**config.mk**
```make
export PLATFORM = sky130hd
export DESIGN_NAME = pll_reconfig_ctrl_flat
export DESIGN_NICKNAME = d
export VERILOG_FILES = /design/src/rtl/pll_reconfig_pkg.sv /design/src/rtl/pll_reconfig_ctrl_if.sv /design/src/rtl/sync_2ff.sv /design/src/rtl/pll_reconfig_ctrl.sv /design/src/flat_wrapper.sv
export SDC_FILE = /design/constraint.sdc
export NUM_CORES = 1
export LEC_CHECK = 0
export BUFFER_PORTS_ARGS = -buffer_cell sky130_fd_sc_hd__buf_2
export CORE_MARGIN = 10
export CORE_UTILIZATION = 60
export CTS_BUF_LIST = sky130_fd_sc_hd__clkbuf_2
export DETAILED_ROUTE_END_ITERATION = 6
export PLACE_DENSITY_LB_ADDON = 0.1
export SLEW_MARGIN = 20
export SYNTH_ARGS = -nofsm -noshare
export SYNTH_HDL_FRONTEND = slang
export SYNTH_SLANG_ARGS = --single-unit
```
**constraint.sdc**
```tcl
create_clock -name clk -period 5.6 [get_ports clk]
set_clock_uncertainty 0.2 [all_clocks]
set_input_delay 0.28 -clock clk [delete_from_list [all_inputs] [get_ports clk]]
set_output_delay 0.28 -clock clk [all_outputs]
set_load 0.05 [all_outputs]
```
**src/rtl/pll_reconfig_pkg.sv**
```systemverilog
// Shared types and helpers for the rPLL reconfiguration sequencer.
package pll_reconfig_pkg;

    localparam int unsigned DivW     = 6;
    localparam int unsigned AttemptW = 4;

    typedef enum logic [2:0] {
        StIdle,
        StApply,
        StWaitLock,
        StStable,
        StReady
    } state_e;

    // Width of a counter that runs 0 .. max_val-1.
    function automatic int unsigned cnt_width(input int unsigned max_val);
        return (max_val < 2) ? 1 : $clog2(max_val);
    endfunction

    // rPLL IDSEL/FBDSEL take the bitwise complement of the divide-minus-one value.
    function automatic logic [DivW-1:0] div_code(input logic [DivW-1:0] div);
        return ~div;
    endfunction

endpackage

```
**src/rtl/pll_reconfig_ctrl_if.sv**
```systemverilog
// Request/completion handshake between a PLL retune client and pll_reconfig_ctrl.
interface pll_reconfig_ctrl_if;
    import pll_reconfig_pkg::*;

    logic            req_valid;
    logic            req_ready;
    logic [DivW-1:0] req_idiv;
    logic [DivW-1:0] req_fbdiv;
    logic [DivW-1:0] req_odsel;
    logic            done_valid;
    logic            done_err;

    modport master (
        output req_valid, req_idiv, req_fbdiv, req_odsel,
        input  req_ready, done_valid, done_err
    );

    modport slave (
        input  req_valid, req_idiv, req_fbdiv, req_odsel,
        output req_ready, done_valid, done_err
    );

endinterface

```
**src/rtl/sync_2ff.sv**
```systemverilog
// Two-flop synchronizer for asynchronous level signals; flops clear on rst.
module sync_2ff #(
    parameter int unsigned Width = 1
) (
    input  logic             clk,
    input  logic             rst,
    input  logic [Width-1:0] d_i,
    output logic [Width-1:0] q_o
);

    logic [Width-1:0] meta_q;
    logic [Width-1:0] sync_q;

    always_ff @(posedge clk) begin
        if (rst) begin
            meta_q <= '0;
            sync_q <= '0;
        end else begin
            meta_q <= d_i;
            sync_q <= meta_q;
        end
    end

    assign q_o = sync_q;

endmodule

```
**src/rtl/pll_reconfig_ctrl.sv**
```systemverilog
// Applies divider settings to a Gowin rPLL, pulses its reset and qualifies lock with retries.
// Define PLL_AUTO_RELOCK_EN to restart the sequence automatically when lock drops in READY.
module pll_reconfig_ctrl
    import pll_reconfig_pkg::*;
#(
    parameter logic [DivW-1:0] DEF_IDIV      = 6'd0,
    parameter logic [DivW-1:0] DEF_FBDIV     = 6'd1,
    parameter logic [DivW-1:0] DEF_ODSEL     = 6'd8,
    parameter int unsigned     RESET_CYCLES  = 16,
    parameter int unsigned     LOCK_TIMEOUT  = 4096,
    parameter int unsigned     STABLE_CYCLES = 256,
    parameter int unsigned     MAX_RETRY     = 3
) (
    input  logic                clk,
    input  logic                rst,
    pll_reconfig_ctrl_if.slave  req_if,
    output logic [DivW-1:0]     pll_idsel,
    output logic [DivW-1:0]     pll_fbdsel,
    output logic [DivW-1:0]     pll_odsel,
    output logic                pll_reset,
    input  logic                pll_lock,
    output logic                locked,
    output logic                lock_lost,
    output logic [AttemptW-1:0] attempts
);

    localparam int unsigned RstW  = cnt_width(RESET_CYCLES);
    localparam int unsigned ToW   = cnt_width(LOCK_TIMEOUT);
    localparam int unsigned StabW = cnt_width(STABLE_CYCLES);
    localparam logic [4:0]  MaxTry = 5'(MAX_RETRY);

    state_e          state_q, state_d;
    logic [DivW-1:0] idiv_q, idiv_d, fbdiv_q, fbdiv_d, odsel_q, odsel_d;
    logic            pll_reset_q, pll_reset_d;
    logic            locked_q, locked_d;
    logic            done_valid_q, done_valid_d, done_err_q, done_err_d;
    logic            lock_lost_q, lock_lost_d;
    logic [4:0]      tries_q, tries_d;  // one bit wider than attempts so MAX_RETRY=15 terminates
    logic [RstW-1:0] rst_cnt_q, rst_cnt_d;
    logic [ToW-1:0]  to_cnt_q, to_cnt_d;
    logic [StabW-1:0] stab_cnt_q, stab_cnt_d;
    logic            lock_s;
    logic            accept;

    sync_2ff #(
        .Width (1)
    ) u_lock_sync (
        .clk (clk),
        .rst (rst),
        .d_i (pll_lock),
        .q_o (lock_s)
    );

    assign req_if.req_ready = (state_q == StIdle) || (state_q == StReady);
    assign accept           = req_if.req_valid && req_if.req_ready;

    always_comb begin
        state_d      = state_q;
        idiv_d       = idiv_q;
        fbdiv_d      = fbdiv_q;
        odsel_d      = odsel_q;
        pll_reset_d  = pll_reset_q;
        locked_d     = locked_q;
        done_valid_d = 1'b0;
        done_err_d   = 1'b0;
        lock_lost_d  = 1'b0;
        tries_d      = tries_q;
        rst_cnt_d    = rst_cnt_q;
        to_cnt_d     = to_cnt_q;
        stab_cnt_d   = stab_cnt_q;

        unique case (state_q)
            StIdle: ;
            StApply: begin
                to_cnt_d   = '0;
                stab_cnt_d = '0;
                if (rst_cnt_q == '0) tries_d = tries_q + 5'd1;
                if (rst_cnt_q == RstW'(RESET_CYCLES - 1)) begin
                    rst_cnt_d   = '0;
                    pll_reset_d = 1'b0;
                    state_d     = StWaitLock;
                end else begin
                    rst_cnt_d = rst_cnt_q + 1'b1;
                end
            end
            StWaitLock, StStable: begin
                to_cnt_d = to_cnt_q + 1'b1;
                // Qualification completing on the timeout cycle still counts as success.
                if (lock_s && (stab_cnt_q == StabW'(STABLE_CYCLES - 1))) begin
                    done_valid_d = 1'b1;
                    locked_d     = 1'b1;
                    state_d      = StReady;
                end else if (to_cnt_q == ToW'(LOCK_TIMEOUT - 1)) begin
                    if (tries_q <= MaxTry) begin
                        pll_reset_d = 1'b1;
                        state_d     = StApply;
                    end else begin
                        done_valid_d = 1'b1;
                        done_err_d   = 1'b1;
                        locked_d     = 1'b0;
                        state_d      = StIdle;
                    end
                end else if (lock_s) begin
                    stab_cnt_d = stab_cnt_q + 1'b1;
                    state_d    = StStable;
                end else begin
                    stab_cnt_d = '0;
                    state_d    = StWaitLock;
                end
            end
            StReady: begin
                if (!lock_s) begin
                    lock_lost_d = 1'b1;
                    locked_d    = 1'b0;
`ifdef PLL_AUTO_RELOCK_EN
                    tries_d     = '0;
                    rst_cnt_d   = '0;
                    pll_reset_d = 1'b1;
                    state_d     = StApply;
`else
                    state_d     = StIdle;
`endif
                end
            end
            default: state_d = StApply;
        endcase

        // A request beats a simultaneous lock loss, but lock_lost still pulses.
        if (accept) begin
            idiv_d      = req_if.req_idiv;
            fbdiv_d     = req_if.req_fbdiv;
            odsel_d     = req_if.req_odsel;
            tries_d     = '0;
            locked_d    = 1'b0;
            rst_cnt_d   = '0;
            pll_reset_d = 1'b1;
            state_d     = StApply;
        end
    end

    always_ff @(posedge clk) begin
        if (rst) begin
            state_q      <= StApply;
            idiv_q       <= DEF_IDIV;
            fbdiv_q      <= DEF_FBDIV;
            odsel_q      <= DEF_ODSEL;
            pll_reset_q  <= 1'b1;
            locked_q     <= 1'b0;
            done_valid_q <= 1'b0;
            done_err_q   <= 1'b0;
            lock_lost_q  <= 1'b0;
            tries_q      <= '0;
            rst_cnt_q    <= '0;
            to_cnt_q     <= '0;
            stab_cnt_q   <= '0;
        end else begin
            state_q      <= state_d;
            idiv_q       <= idiv_d;
            fbdiv_q      <= fbdiv_d;
            odsel_q      <= odsel_d;
            pll_reset_q  <= pll_reset_d;
            locked_q     <= locked_d;
            done_valid_q <= done_valid_d;
            done_err_q   <= done_err_d;
            lock_lost_q  <= lock_lost_d;
            tries_q      <= tries_d;
            rst_cnt_q    <= rst_cnt_d;
            to_cnt_q     <= to_cnt_d;
            stab_cnt_q   <= stab_cnt_d;
        end
    end

    assign pll_idsel         = div_code(idiv_q);
    assign pll_fbdsel        = div_code(fbdiv_q);
    assign pll_odsel         = odsel_q;
    assign pll_reset         = pll_reset_q;
    assign locked            = locked_q;
    assign lock_lost         = lock_lost_q;
    assign req_if.done_valid = done_valid_q;
    assign req_if.done_err   = done_err_q;
    assign attempts          = tries_q[4] ? 4'hF : tries_q[3:0];

endmodule

```
**src/flat_wrapper.sv**
```systemverilog
// flat-port wrapper written by rule: the top's interface ports become plain ports
module pll_reconfig_ctrl_flat import pll_reconfig_pkg::*;
#(
    parameter logic [DivW-1:0] DEF_IDIV      = 6'd0,
    parameter logic [DivW-1:0] DEF_FBDIV     = 6'd1,
    parameter logic [DivW-1:0] DEF_ODSEL     = 6'd8,
    parameter int unsigned     RESET_CYCLES  = 16,
    parameter int unsigned     LOCK_TIMEOUT  = 4096,
    parameter int unsigned     STABLE_CYCLES = 256,
    parameter int unsigned     MAX_RETRY     = 3
)
  (clk, rst, pll_idsel, pll_fbdsel, pll_odsel, pll_reset, pll_lock, locked, lock_lost, attempts, req_if_req_valid, req_if_req_idiv, req_if_req_fbdiv, req_if_req_odsel, req_if_req_ready, req_if_done_valid, req_if_done_err);
  pll_reconfig_ctrl_if req_if_i ();
  input  logic clk;
  input  logic rst;
  output logic [DivW-1:0] pll_idsel;
  output logic [DivW-1:0] pll_fbdsel;
  output logic [DivW-1:0] pll_odsel;
  output logic pll_reset;
  input  logic pll_lock;
  output logic locked;
  output logic lock_lost;
  output logic [AttemptW-1:0] attempts;
  input wire logic [$bits(req_if_i.req_valid)-1:0] req_if_req_valid;
  input wire logic [$bits(req_if_i.req_idiv)-1:0] req_if_req_idiv;
  input wire logic [$bits(req_if_i.req_fbdiv)-1:0] req_if_req_fbdiv;
  input wire logic [$bits(req_if_i.req_odsel)-1:0] req_if_req_odsel;
  output wire logic [$bits(req_if_i.req_ready)-1:0] req_if_req_ready;
  output wire logic [$bits(req_if_i.done_valid)-1:0] req_if_done_valid;
  output wire logic [$bits(req_if_i.done_err)-1:0] req_if_done_err;
  assign req_if_i.req_valid = req_if_req_valid;
  assign req_if_i.req_idiv = req_if_req_idiv;
  assign req_if_i.req_fbdiv = req_if_req_fbdiv;
  assign req_if_i.req_odsel = req_if_req_odsel;
  assign req_if_req_ready = req_if_i.req_ready;
  assign req_if_done_valid = req_if_i.done_valid;
  assign req_if_done_err = req_if_i.done_err;
  pll_reconfig_ctrl #(.DEF_IDIV(DEF_IDIV), .DEF_FBDIV(DEF_FBDIV), .DEF_ODSEL(DEF_ODSEL), .RESET_CYCLES(RESET_CYCLES), .LOCK_TIMEOUT(LOCK_TIMEOUT), .STABLE_CYCLES(STABLE_CYCLES), .MAX_RETRY(MAX_RETRY)) u_core (.clk(clk), .rst(rst), .req_if(req_if_i), .pll_idsel(pll_idsel), .pll_fbdsel(pll_fbdsel), .pll_odsel(pll_odsel), .pll_reset(pll_reset), .pll_lock(pll_lock), .locked(locked), .lock_lost(lock_lost), .attempts(attempts));
endmodule
```
==> results of run 1 <==
[kinds of logic (layout without fill, tap and decap cells)]
| logic type | Yosys count | after routing | synth area share, % |
|---|---|---|---|
| and+or+nand+nor | 143 | 143 | 28.7 |
| AOI/OAI and AO/OA | 70 | 70 | 16.9 |
| DFF | 57 | 57 | 43.5 |
| buffers and inverters | 30 | 99 | 5.63 |
| adders and majority gates | 5 | 5 | 2.39 |
| xor gates and xnor gates | 5 | 5 | 1.67 |
| muxes | 3 | 3 | 1.24 |
[per-layer routing]
metal	up-vias	global-route usage [%]
li1	1238	-
met1	1137	20.0
met2	87	28.1
met3	6	9.27
met4	0	6.14
met5	-	0
[power groups by stage]
stage          combinational [mW]  clock, mW  sequential, mW
3_5_place_dp                0.143          0           0.449
5_1_grt                     0.170      0.224           0.443
4_1_cts                     0.154      0.205           0.440
2_1_floorplan               0.113          0           0.448
3_3_place_gp                0.141          0           0.447
6_report                    0.155      0.197           0.440
[worst max-delay path: stages (launching register included)]
cell                      delay [ps]
sky130_fd_sc_hd__dfxtp_1         410
sky130_fd_sc_hd__ha_1            220
sky130_fd_sc_hd__nand3_1         180
sky130_fd_sc_hd__nor3_2          710
sky130_fd_sc_hd__nor2_1          310
sky130_fd_sc_hd__a221o_1         390
[synth_stat cells (3+ instances only)]
| master | instances |
|---|---|
| sky130_fd_sc_hd__nor4_1 | 5 |
| sky130_fd_sc_hd__nor3_1 | 5 |
| sky130_fd_sc_hd__and3_1 | 4 |
| sky130_fd_sc_hd__nand2_1 | 51 |
| sky130_fd_sc_hd__o211ai_1 | 3 |
| sky130_fd_sc_hd__nor2_1 | 21 |
| sky130_fd_sc_hd__or3_1 | 3 |
| sky130_fd_sc_hd__clkbuf_1 | 6 |
| sky130_fd_sc_hd__nand4_1 | 9 |
| sky130_fd_sc_hd__or2_2 | 5 |
| sky130_fd_sc_hd__o21ai_0 | 12 |
| sky130_fd_sc_hd__a21oi_1 | 33 |
| sky130_fd_sc_hd__buf_6 | 3 |
| sky130_fd_sc_hd__and4_1 | 3 |
| sky130_fd_sc_hd__a221o_1 | 6 |
| sky130_fd_sc_hd__ha_1 | 5 |
| sky130_fd_sc_hd__inv_1 | 15 |
| sky130_fd_sc_hd__nand3_1 | 8 |
| sky130_fd_sc_hd__dfxtp_1 | 57 |
| sky130_fd_sc_hd__nor2b_1 | 4 |
| sky130_fd_sc_hd__buf_2 | 4 |
| sky130_fd_sc_hd__xor2_1 | 5 |
| sky130_fd_sc_hd__and2_1 | 8 |
[layout by cell type, fill, tap and decap left out, types with 5 or more instances in the layout]
cell type,synthesis,routed
sky130_fd_sc_hd__nor4_1,5,5
sky130_fd_sc_hd__a221o_1,6,6
sky130_fd_sc_hd__dlygate4sd3_1,0,19
sky130_fd_sc_hd__nand2_1,51,51
sky130_fd_sc_hd__nor2_1,21,21
sky130_fd_sc_hd__and2_1,8,8
sky130_fd_sc_hd__nand3_1,8,8
sky130_fd_sc_hd__nor3_1,5,5
sky130_fd_sc_hd__inv_1,15,15
sky130_fd_sc_hd__a21oi_1,33,33
sky130_fd_sc_hd__nand4_1,9,9
sky130_fd_sc_hd__o21ai_0,12,12
sky130_fd_sc_hd__ha_1,5,5
sky130_fd_sc_hd__clkbuf_2,0,11
sky130_fd_sc_hd__xor2_1,5,5
sky130_fd_sc_hd__dfxtp_1,57,57
sky130_fd_sc_hd__buf_2,4,49
sky130_fd_sc_hd__or2_2,5,5
[sequential cells by signal, indices dropped and copies added (netlist names), 3 cells and up]
name	count
u_core.fbdiv_q	6
u_core.stab_cnt_q	8
u_core.idiv_q	6
u_core.to_cnt_q	12
u_core.tries_q	5
u_core.pll_odsel	6
u_core.state_q	3
u_core.rst_cnt_q	4
[how the worst max path moves through the flow]
stage | from | endpoint | slack (ps) | depth (start not counted)
global placement | u_core.to_cnt_q[0] | u_core.stab_cnt_q[7] | 3230 | 5
detailed placement | u_core.to_cnt_q[0] | u_core.stab_cnt_q[4] | 3100 | 5
global route | u_core.to_cnt_q[0] | u_core.stab_cnt_q[7] | 2800 | 5
floorplan | u_core.state_q[1] | u_core.pll_odsel[4] | 3310 | 6
CTS | u_core.to_cnt_q[0] | u_core.stab_cnt_q[4] | 3090 | 5
finish | u_core.to_cnt_q[0] | u_core.stab_cnt_q[4] | 3100 | 5
[cell type report]
class,count,area [um^2]
tap,50,62.6
clock buffer,11,55.1
fill,313,1010
sequential,57,1140
multi-input combinational,226,1330
clock inverter,5,22.5
timing repair buffer,68,435
inverter,15,56.3
==> results.sh, run 1 <==
export IMPL_async_reset_ff_share_pct=0
export IMPL_timing_worst_slew_pin_value_ps=792
export IMPL_dr_max_layer_used="met4"
export IMPL_met2_wirelength_um=3140
export IMPL_final_cell_count_no_fill=432
export IMPL_ctsRootBufferMaster="sky130_fd_sc_hd__clkbuf_2"
export IMPL_dieWidth_um=86.1
export IMPL_whs_endpoint="u_core.to_cnt_q[1]"
export IMPL_synth_top_cells_by_area="sky130_fd_sc_hd__dfxtp_1 (44%), sky130_fd_sc_hd__nand2_1 (7.3%), sky130_fd_sc_hd__a21oi_1 (6.3%), sky130_fd_sc_hd__nor2_1 (3.0%), sky130_fd_sc_hd__ha_1 (2.4%)"
export IMPL_finalHoldViolCount=0
export IMPL_r2r_start="u_core.to_cnt_q[0]"
export IMPL_clk_pin_slew_ps=150
export IMPL_total_design_power_uw=792
export IMPL_postSynthAreaPerCell_um2=8.37
export IMPL_drtIter0Drc=146
export IMPL_fp_row_count=23
export IMPL_cts_post_setup_buffers_inserted=0
export IMPL_yosysUniqueCellTypes=53
export IMPL_power_sequential_fraction_pct=55.6
export IMPL_combPwrFrac_pct=19.6
export IMPL_number_of_maximum_capacitance_constraint_violations=0
export IMPL_ys_flop_type="sky130_fd_sc_hd__dfxtp_1"
export IMPL_holdWs_ps=148
export IMPL_floorplan_die_height_um=86.1
export IMPL_timing_fmax_mhz=401
export IMPL_dp_hpwl_um=4160
export IMPL_design_area_um2=3110
export IMPL_static_leakage_power_nw=1.20
export IMPL_timing_hold_worst_path_depth=2
export IMPL_yosysWarnings=0
export IMPL_clock_tree_htree_level_count=3
export IMPL_grt_overflow_total=0
export IMPL_share_clk_of_total_power_pct=24.9
export IMPL_grt_antenna_before_repair=0
export IMPL_final_util_pct=75.5
export IMPL_dr_pass1_iters=7
export IMPL_fraction_of_final_layout_cells_with_drive_strength_greater_than_1_pct=21.2
export IMPL_finalWorstSetupSlack_ps=3100
export IMPL_worst_setup_path_end_kind="flop"
export IMPL_number_of_antenna_cells_inserted=0
export IMPL_areaGrowthSynthToFinish_pct=18.5
export IMPL_met1_layer_wirelength_in_the_final_routing_um=2700
export IMPL_grt_max_degree=42
export IMPL_design_portCount=50
export IMPL_cts_hold_buffers=19
export IMPL_routabilityCongestion=0.804
export IMPL_timing_max_slew_rel_slack_pct=46.9
export IMPL_detailroute_wirelength_met3_um=604
export IMPL_switchingPower_uw=258
export IMPL_via_count=2468
export IMPL_timing_final_crit_share_pct=44.6
export IMPL_min_delay_path_class="input pin to flop"
export IMPL_failing_checks="design-rule violations"
export IMPL_arrival_ps=2680
export IMPL_dpl_worst_slack_ps=3100
export IMPL_status="finished with violations"
export IMPL_crit_reg2reg_capture="u_core.stab_cnt_q[4]"
export IMPL_setup_repair_after_global_routing_missed_its_margin="false"
export IMPL_synth_largest_area_cell="sky130_fd_sc_hd__dfxtp_1"
export IMPL_cts_buffer_depth=2
export IMPL_finalWirelength_um=6490
export IMPL_coreArea_um2=4120
export IMPL_power_share_switching_pct=32.6
export IMPL_timing_final_setup_violations=0
export IMPL_synth_yosys_seq_area_share_pct=43.5
export IMPL_wire_length_per_cell_um=15.0
export IMPL_cell_internal_pwr_uw=534
export IMPL_crit_path_start_kind="flop"
export IMPL_die_area_um2=7410
export IMPL_cts_sink_cnt=57
export IMPL_yosys_area_top_type_share_pct=43.5
export IMPL_reg2regPathDepth=5
export IMPL_fin_setup_tns_ps=0
export IMPL_via_count_normalized_by_instance_count=5.71
export IMPL_numPortBuffers=49
export IMPL_number_of_max_slew_violations_in_the_final_report=0
export IMPL_synth_seq_cells=57
export IMPL_min_from="rst"
export IMPL_peakVddDrop_mv=0.166
export IMPL_syn_inst=313
export IMPL_placed_standard_cell_area_um2=2840
export IMPL_clk_insertion_delay_late_ps=470
export IMPL_start_util_pct=63.7
export IMPL_timing_setup_critical_path_class="flop to flop"
export IMPL_synth_edff_count=0
export IMPL_cts_inserted_buffers=9
export IMPL_power_density_nw_per_um2=255
export IMPL_drc=1
export IMPL_layout_nets=404
export IMPL_post_place_cells=397
export IMPL_worst_endpoint_required_ps=5780
export IMPL_post_cts_resized=0
export IMPL_grt_total_usage_pct=17.8
export IMPL_syn_nets=340
export IMPL_syn_cell_area_um2=2620
export IMPL_tritoncts="yes"
export IMPL_drt_antenna_violating_nets=0
export IMPL_crit_path_max_fanout=13
export IMPL_grt_pass1_vias=2280
export IMPL_final_period_minus_worst_setup_slack_ps=2500
export IMPL_r2r_setup_slack_ps=3100
export IMPL_global_route_wire_length_before_repair_um=10800
Note: power is estimated with default switching activity, not from simulation.
==> run 2, diff against run 1 <==
- ABC_AREA: default -> 1
- CORE_UTILIZATION: 60 -> 52
- clock period: 5.6 -> 2.15 ns (I/O delays scaled with it)
==> run 2 against run 1 <==
  * The flow now finishes without violations
  * Final cell count increased by 24%
  * Combinational power increased to 2.9 times the previous value
  * Count of clock-buffer cells in the layout decreased by 1
  * Hold slack improved by 37 ps
  * Core utilization decreased by 4.4 points
  * Global-route usage increased by 0.11 points
  * Sequential share of layout area decreased by 3.4 points
  * Synthesized cell count increased by 19%
  * Sequential cell count unchanged
  * Fmax increased by 27%
  * Die area increased by 13%
  * Register-to-register slack got worse by 2900 ps
  * Critical endpoint is now u_core.fbdiv_q[3]
==> results.sh, run 2 <==
export IMPL_grt_pass1_vias=2682
export IMPL_fraction_of_final_layout_cells_with_drive_strength_greater_than_1_pct=18.6
export IMPL_dieWidth_um=91.3
export IMPL_timing_setup_critical_path_class="flop to flop"
export IMPL_synth_seq_cells=57
export IMPL_arrival_ps=2150
export IMPL_synth_simple_gate_area_share_pct=27.2
export IMPL_crit_path_start_kind="flop"
export IMPL_synth_top_family_by_area="simple AND/OR/NAND/NOR gates"
export IMPL_critical_path_cell_sequence="nor2_4 > nand2_1 > buf_4 > o21ai_0 > a21oi_1 > dlygate4sd3_1"
export IMPL_yosys_area_share_adder_pct=2.37
export IMPL_start_util_pct=54.9
export IMPL_drc=0
export IMPL_design_portCount=50
export IMPL_seqCellArea_um2=1140
export IMPL_via_count=2727
export IMPL_detailroute_wirelength_met3_um=464
export IMPL_synth_top_cells_by_count="sky130_fd_sc_hd__nand2_1 (66), sky130_fd_sc_hd__dfxtp_1 (57), sky130_fd_sc_hd__nor2_1 (50)"
export IMPL_final_period_minus_worst_setup_slack_ps=1970
export IMPL_design_area_um2=3420
export IMPL_dr_max_layer_used="met4"
export IMPL_post_place_cells=482
export IMPL_syn_inst=374
export IMPL_coreArea_um2=4820
export IMPL_crit_path_max_fanout=29
export IMPL_dr_pass1_iters=4
export IMPL_area_used_by_multi_input_combinational_logic_um2=1260
export IMPL_global_route_wire_length_before_repair_um=12400
export IMPL_cts_inserted_buffers=9
export IMPL_drt_antenna_violating_nets=0
export IMPL_grt_antenna_before_repair=0
export IMPL_syn_nets=401
export IMPL_min_delay_path_class="input pin to flop"
export IMPL_synth_compound_area_share_pct=16.7
export IMPL_finalWirelength_um=7340
export IMPL_clk_insertion_delay_late_ps=480
export IMPL_via_count_normalized_by_instance_count=5.11
export IMPL_setup_repair_after_global_routing_missed_its_margin="false"
export IMPL_met1_layer_wirelength_in_the_final_routing_um=3170
export IMPL_syn_cell_area_um2=2650
export IMPL_grt_max_degree=32
export IMPL_critical_path_slowest_cell="sky130_fd_sc_hd__dlygate4sd3_1"
export IMPL_routabilityCongestion=0.931
export IMPL_timing_final_setup_violations=0
export IMPL_timing_max_slew_rel_slack_pct=66.8
export IMPL_numPortBuffers=49
export IMPL_number_of_maximum_capacitance_constraint_violations=0
export IMPL_number_of_antenna_cells_inserted=0
export IMPL_met2_wirelength_um=3600
export IMPL_wire_length_per_cell_um=13.8
export IMPL_clk_pin_slew_ps=160
export IMPL_finalHoldViolCount=0
export IMPL_tritoncts="yes"
export IMPL_fillers=400
export IMPL_grt_overflow_total=0
export IMPL_layout_common_cells="sky130_fd_sc_hd__nand2_1 (66), sky130_fd_sc_hd__dfxtp_1 (56), sky130_fd_sc_hd__inv_1 (49), sky130_fd_sc_hd__nor2_1 (49), sky130_fd_sc_hd__buf_2 (49)"
export IMPL_static_leakage_power_nw=1.51
export IMPL_synth_xor_area_share_pct=0.993
export IMPL_ys_flop_type="sky130_fd_sc_hd__dfxtp_1"
export IMPL_postSynthAreaPerCell_um2=7.07
export IMPL_timing_fmax_mhz=508
export IMPL_final_util_pct=71.1
export IMPL_yosysWarnings=0
export IMPL_fp_row_count=25
export IMPL_largest_reg_flops=12
export IMPL_timing_final_crit_share_pct=91.6
export IMPL_cts_post_setup_buffers_inserted=0
export IMPL_worst_setup_path_end_kind="flop"
export IMPL_yosysUniqueCellTypes=30
export IMPL_fin_setup_tns_ps=0
export IMPL_reg_largest_list="u_core.to_cnt_q: 12 flops, u_core.stab_cnt_q: 8 flops"
export IMPL_synth_edff_count=0
export IMPL_yosys_area_top_type_share_pct=43.1
export IMPL_final_cell_count_no_fill=534
export IMPL_placed_standard_cell_area_um2=2940
export IMPL_synth_top_cells_by_area="sky130_fd_sc_hd__dfxtp_1 (43%), sky130_fd_sc_hd__nand2_1 (9.4%), sky130_fd_sc_hd__nor2_1 (7.1%), sky130_fd_sc_hd__a21oi_1 (7.0%), sky130_fd_sc_hd__inv_1 (7.0%)"
export IMPL_peakVddDrop_mv=0.431
export IMPL_layout_nets=489
export IMPL_power_density_nw_per_um2=659
export IMPL_cts_sink_cnt=57
export IMPL_critPathMaxStageDelay_ps=560
export IMPL_synth_yosys_seq_area_share_pct=43.1
export IMPL_cts_buffer_depth=2
export IMPL_die_area_um2=8340
export IMPL_clock_tree_htree_level_count=3
export IMPL_grt_total_usage_pct=17.9
export IMPL_number_of_max_slew_violations_in_the_final_report=0
export IMPL_worst_endpoint_required_ps=2330
export IMPL_synthMostInstantiatedCell="sky130_fd_sc_hd__nand2_1"
export IMPL_timing_worst_slew_pin_value_ps=496
export IMPL_largest_register="u_core.to_cnt_q"
export IMPL_async_reset_ff_share_pct=0
export IMPL_status="complete, no violations"
export IMPL_drtIter0Drc=175
export IMPL_areaGrowthSynthToFinish_pct=29.4
export IMPL_dp_hpwl_um=4690
export IMPL_ctsRootBufferMaster="sky130_fd_sc_hd__clkbuf_2"
export IMPL_total_design_power_mw=2.26
export IMPL_final_common_cell="sky130_fd_sc_hd__nand2_1"
export IMPL_floorplan_die_height_um=91.3
export IMPL_synth_largest_area_cell="sky130_fd_sc_hd__dfxtp_1"
export IMPL_post_synth_mux_area_share_pct=0
run 2: worst paths after layout:
check | start | endpoint | slack (ps) | cells past startpoint
worst min-delay path | req_if_req_fbdiv[0] | u_core.fbdiv_q[0] | 180 | 4
worst max-delay path | u_core.state_q[1] | u_core.fbdiv_q[3] | 180 | 6
worst min register to register | u_core.u_lock_sync.meta_q | u_core.u_lock_sync.q_o | 220 | 2
worst max register to register | u_core.state_q[1] | u_core.fbdiv_q[3] | 180 | 6
run 2: final cells by class:
type | count | area share, %
Multi-Input combinational cell | 253 | 36.9
Sequential cell | 57 | 33.4
Timing Repair Buffer | 87 | 18.1
Inverter | 54 | 5.99
Tap cell | 67 | 2.45
Clock inverter | 6 | 1.72
Clock buffer | 10 | 1.46
run 2: cells by family after synthesis:
family | count (synthesis)
buffers and inverters | 64
and+or+nand+nor | 162
xor gates and xnor gates | 3
DFF | 57
adders and majority gates | 5
AOI/OAI and AO/OA | 83
run 2: critical path: cells and delay by family, from the launching register on:
family	cells	cell delay [ps]
AOI/OAI and AO/OA	2	240
buffers and inverters	2	780
DFF	1	400
and+or+nand+nor	2	250
run 2: metrics by stage:
step / setup WS, ps / hold slack (ps)
3_3_place_gp: 347 / 103
3_5_place_dp: 278 / 118
5_1_grt: 2.55 / 195
4_1_cts: 49.9 / 137
6_report: 180 / 185
2_1_floorplan: 107 / -13.2
run 2: what timing repair did:
action | CTS | global route
setup endpoints to repair | 0 | 18
hold endpoints to repair | 36 | 0
gates resized for setup | 0 | 4
hold buffers | 36 | 0
run 2: power by group:
group          internal [mW]  total (mW)  switching [mW]
clock network          0.265       0.675           0.410
registers               1.10        1.14          0.0350
logic                  0.152       0.445           0.293
total                   1.52        2.26           0.738
run 2: layer usage:
| metal | vias up | track usage [%] |
|---|---|---|
| li1 | 1391 | - |
| met1 | 1254 | 19.3 |
| met2 | 71 | 30.7 |
| met3 | 11 | 7.41 |
| met4 | 0 | 6.53 |
| met5 | - | 0 |
==> run 3, diff against run 2 <==
- CORE_UTILIZATION: 52 -> 57
- clock period: 2.15 -> 2.12 ns (I/O delays scaled with it)
==> run 3 against run 2 <==
  * Power fell by 1.3%
  * Sequential cell count did not move
  * Critical path depth fell by 1
  * Largest cell class unchanged
  * Highest routed layer unchanged
==> results.sh, run 3 (synthesized netlist as in run 2, its figures left out) <==
export IMPL_timing_fmax_mhz=493
export IMPL_largest_reg_flops=12
export IMPL_worst_endpoint_required_ps=2330
export IMPL_crit_path_max_fanout=12
export IMPL_final_cell_count_no_fill=509
export IMPL_drtIter0Drc=219
export IMPL_placed_standard_cell_area_um2=2930
export IMPL_number_of_maximum_capacitance_constraint_violations=0
export IMPL_detailroute_wirelength_met3_um=512
export IMPL_final_period_minus_worst_setup_slack_ps=2030
export IMPL_layout_common_cells="sky130_fd_sc_hd__nand2_1 (65), sky130_fd_sc_hd__dfxtp_1 (57), sky130_fd_sc_hd__nor2_1 (50)"
export IMPL_largest_register="u_core.to_cnt_q"
export IMPL_peakVddDrop_mv=0.601
export IMPL_design_portCount=50
export IMPL_drt_antenna_violating_nets=0
export IMPL_floorplan_die_height_um=88.1
export IMPL_die_area_um2=7770
export IMPL_clock_tree_htree_level_count=3
export IMPL_power_density_nw_per_um2=676
export IMPL_total_design_power_mw=2.23
export IMPL_ctsRootBufferMaster="sky130_fd_sc_hd__clkbuf_2"
export IMPL_fin_setup_tns_ps=0
export IMPL_grt_overflow_total=0
export IMPL_status="complete, no violations"
export IMPL_clk_insertion_delay_late_ps=490
export IMPL_reg_largest_list="u_core.to_cnt_q: 12 flops, u_core.stab_cnt_q: 8 flops"
export IMPL_worst_setup_path_end_kind="flop"
export IMPL_crit_path_start_kind="flop"
export IMPL_dr_pass1_iters=4
export IMPL_timing_final_crit_share_pct=95.8
export IMPL_wire_length_per_cell_um=14.1
export IMPL_fp_row_count=24
export IMPL_number_of_antenna_cells_inserted=0
export IMPL_dieWidth_um=88.1
export IMPL_final_util_pct=74.6
export IMPL_post_place_cells=468
export IMPL_numPortBuffers=49
export IMPL_timing_final_setup_violations=0
export IMPL_dr_max_layer_used="met4"
export IMPL_grt_total_usage_pct=19.2
export IMPL_final_common_cell="sky130_fd_sc_hd__nand2_1"
export IMPL_global_route_wire_length_before_repair_um=11900
export IMPL_cts_inserted_buffers=9
export IMPL_static_leakage_power_nw=1.47
export IMPL_grt_antenna_before_repair=0
export IMPL_clk_pin_slew_ps=160
export IMPL_drc=0
export IMPL_met2_wirelength_um=3420
export IMPL_arrival_ps=2240
export IMPL_start_util_pct=59.9
export IMPL_finalHoldViolCount=0
export IMPL_timing_setup_critical_path_class="flop to flop"
export IMPL_coreArea_um2=4410
export IMPL_met1_layer_wirelength_in_the_final_routing_um=3050
export IMPL_number_of_max_slew_violations_in_the_final_report=0
export IMPL_grt_pass1_vias=2619
export IMPL_cts_post_setup_buffers_inserted=0
export IMPL_timing_max_slew_rel_slack_pct=69.5
export IMPL_dp_hpwl_um=4550
export IMPL_design_area_um2=3290
export IMPL_tritoncts="yes"
export IMPL_fraction_of_final_layout_cells_with_drive_strength_greater_than_1_pct=18.6
export IMPL_timing_worst_slew_pin_value_ps=457
export IMPL_areaGrowthSynthToFinish_pct=24.6
export IMPL_cts_buffer_depth=2
export IMPL_grt_max_degree=32
export IMPL_routabilityCongestion=0.862
export IMPL_via_count=2730
export IMPL_finalWirelength_um=7170
export IMPL_min_delay_path_class="input pin to flop"
export IMPL_setup_repair_after_global_routing_missed_its_margin="false"
export IMPL_cts_sink_cnt=57
export IMPL_via_count_normalized_by_instance_count=5.36
export IMPL_layout_nets=480
[run 3: power by group]
part | internal [mW] | total, mW | switching, mW
registers | 1.12 | 1.15 | 0.0328
clock network | 0.260 | 0.643 | 0.383
logic | 0.141 | 0.436 | 0.294
total | 1.52 | 2.23 | 0.710
[run 3: final timing paths]
check	start	endpoint	slack, ps	cells past startpoint
worst max-delay path	u_core.state_q[0]	u_core.fbdiv_q[2]	90	5
worst max register to register	u_core.state_q[0]	u_core.fbdiv_q[2]	90	5
worst min register to register	u_core.fbdiv_q[4]	u_core.fbdiv_q[4]	260	2
worst min-delay path	req_if_req_odsel[3]	u_core.pll_odsel[3]	140	4
[run 3: repair_timing]
action / CTS / global route
hold buffers: 26 / 0
gates resized for setup: 0 / 2
endpoints found under the hold margin: 29 / 0
setup endpoints to repair: 0 / 7
[run 3: stage by stage]
| step | setup slack, ps | hold slack, ps |
|---|---|---|
| final | 90.0 | 142 |
| after global routing | 9.12 | 131 |
| after CTS | 57.2 | 130 |
| after detailed placement | 202 | 130 |
| after global placement | 254 | 111 |
| after floorplan | 76.5 | -14.7 |
[run 3: routing by layer]
metal / track usage, % / vias to the layer above
met5: 0 / -
met4: 11.8 / 0
met3: 4.92 / 19
met2: 31.2 / 89
met1: 22.1 / 1250
li1: - / 1372
[run 3: final cells by class]
type                       count  area (um^2)
tap                           52         65.1
inverter                      54          205
clock buffer                  10         50.0
sequential                    57         1140
multi-input combinational    253         1260
timing repair buffer          78          528
fill                         360         1120
clock inverter                 5         47.5
[run 3: critical path, cell delays in order, from the launching register on]
cell and delay [ps]:
sky130_fd_sc_hd__dfxtp_1 370, sky130_fd_sc_hd__nor2_1 270, sky130_fd_sc_hd__nand2_2 220, sky130_fd_sc_hd__o21ai_0 260, sky130_fd_sc_hd__a21oi_1 60, sky130_fd_sc_hd__dlygate4sd3_1 570
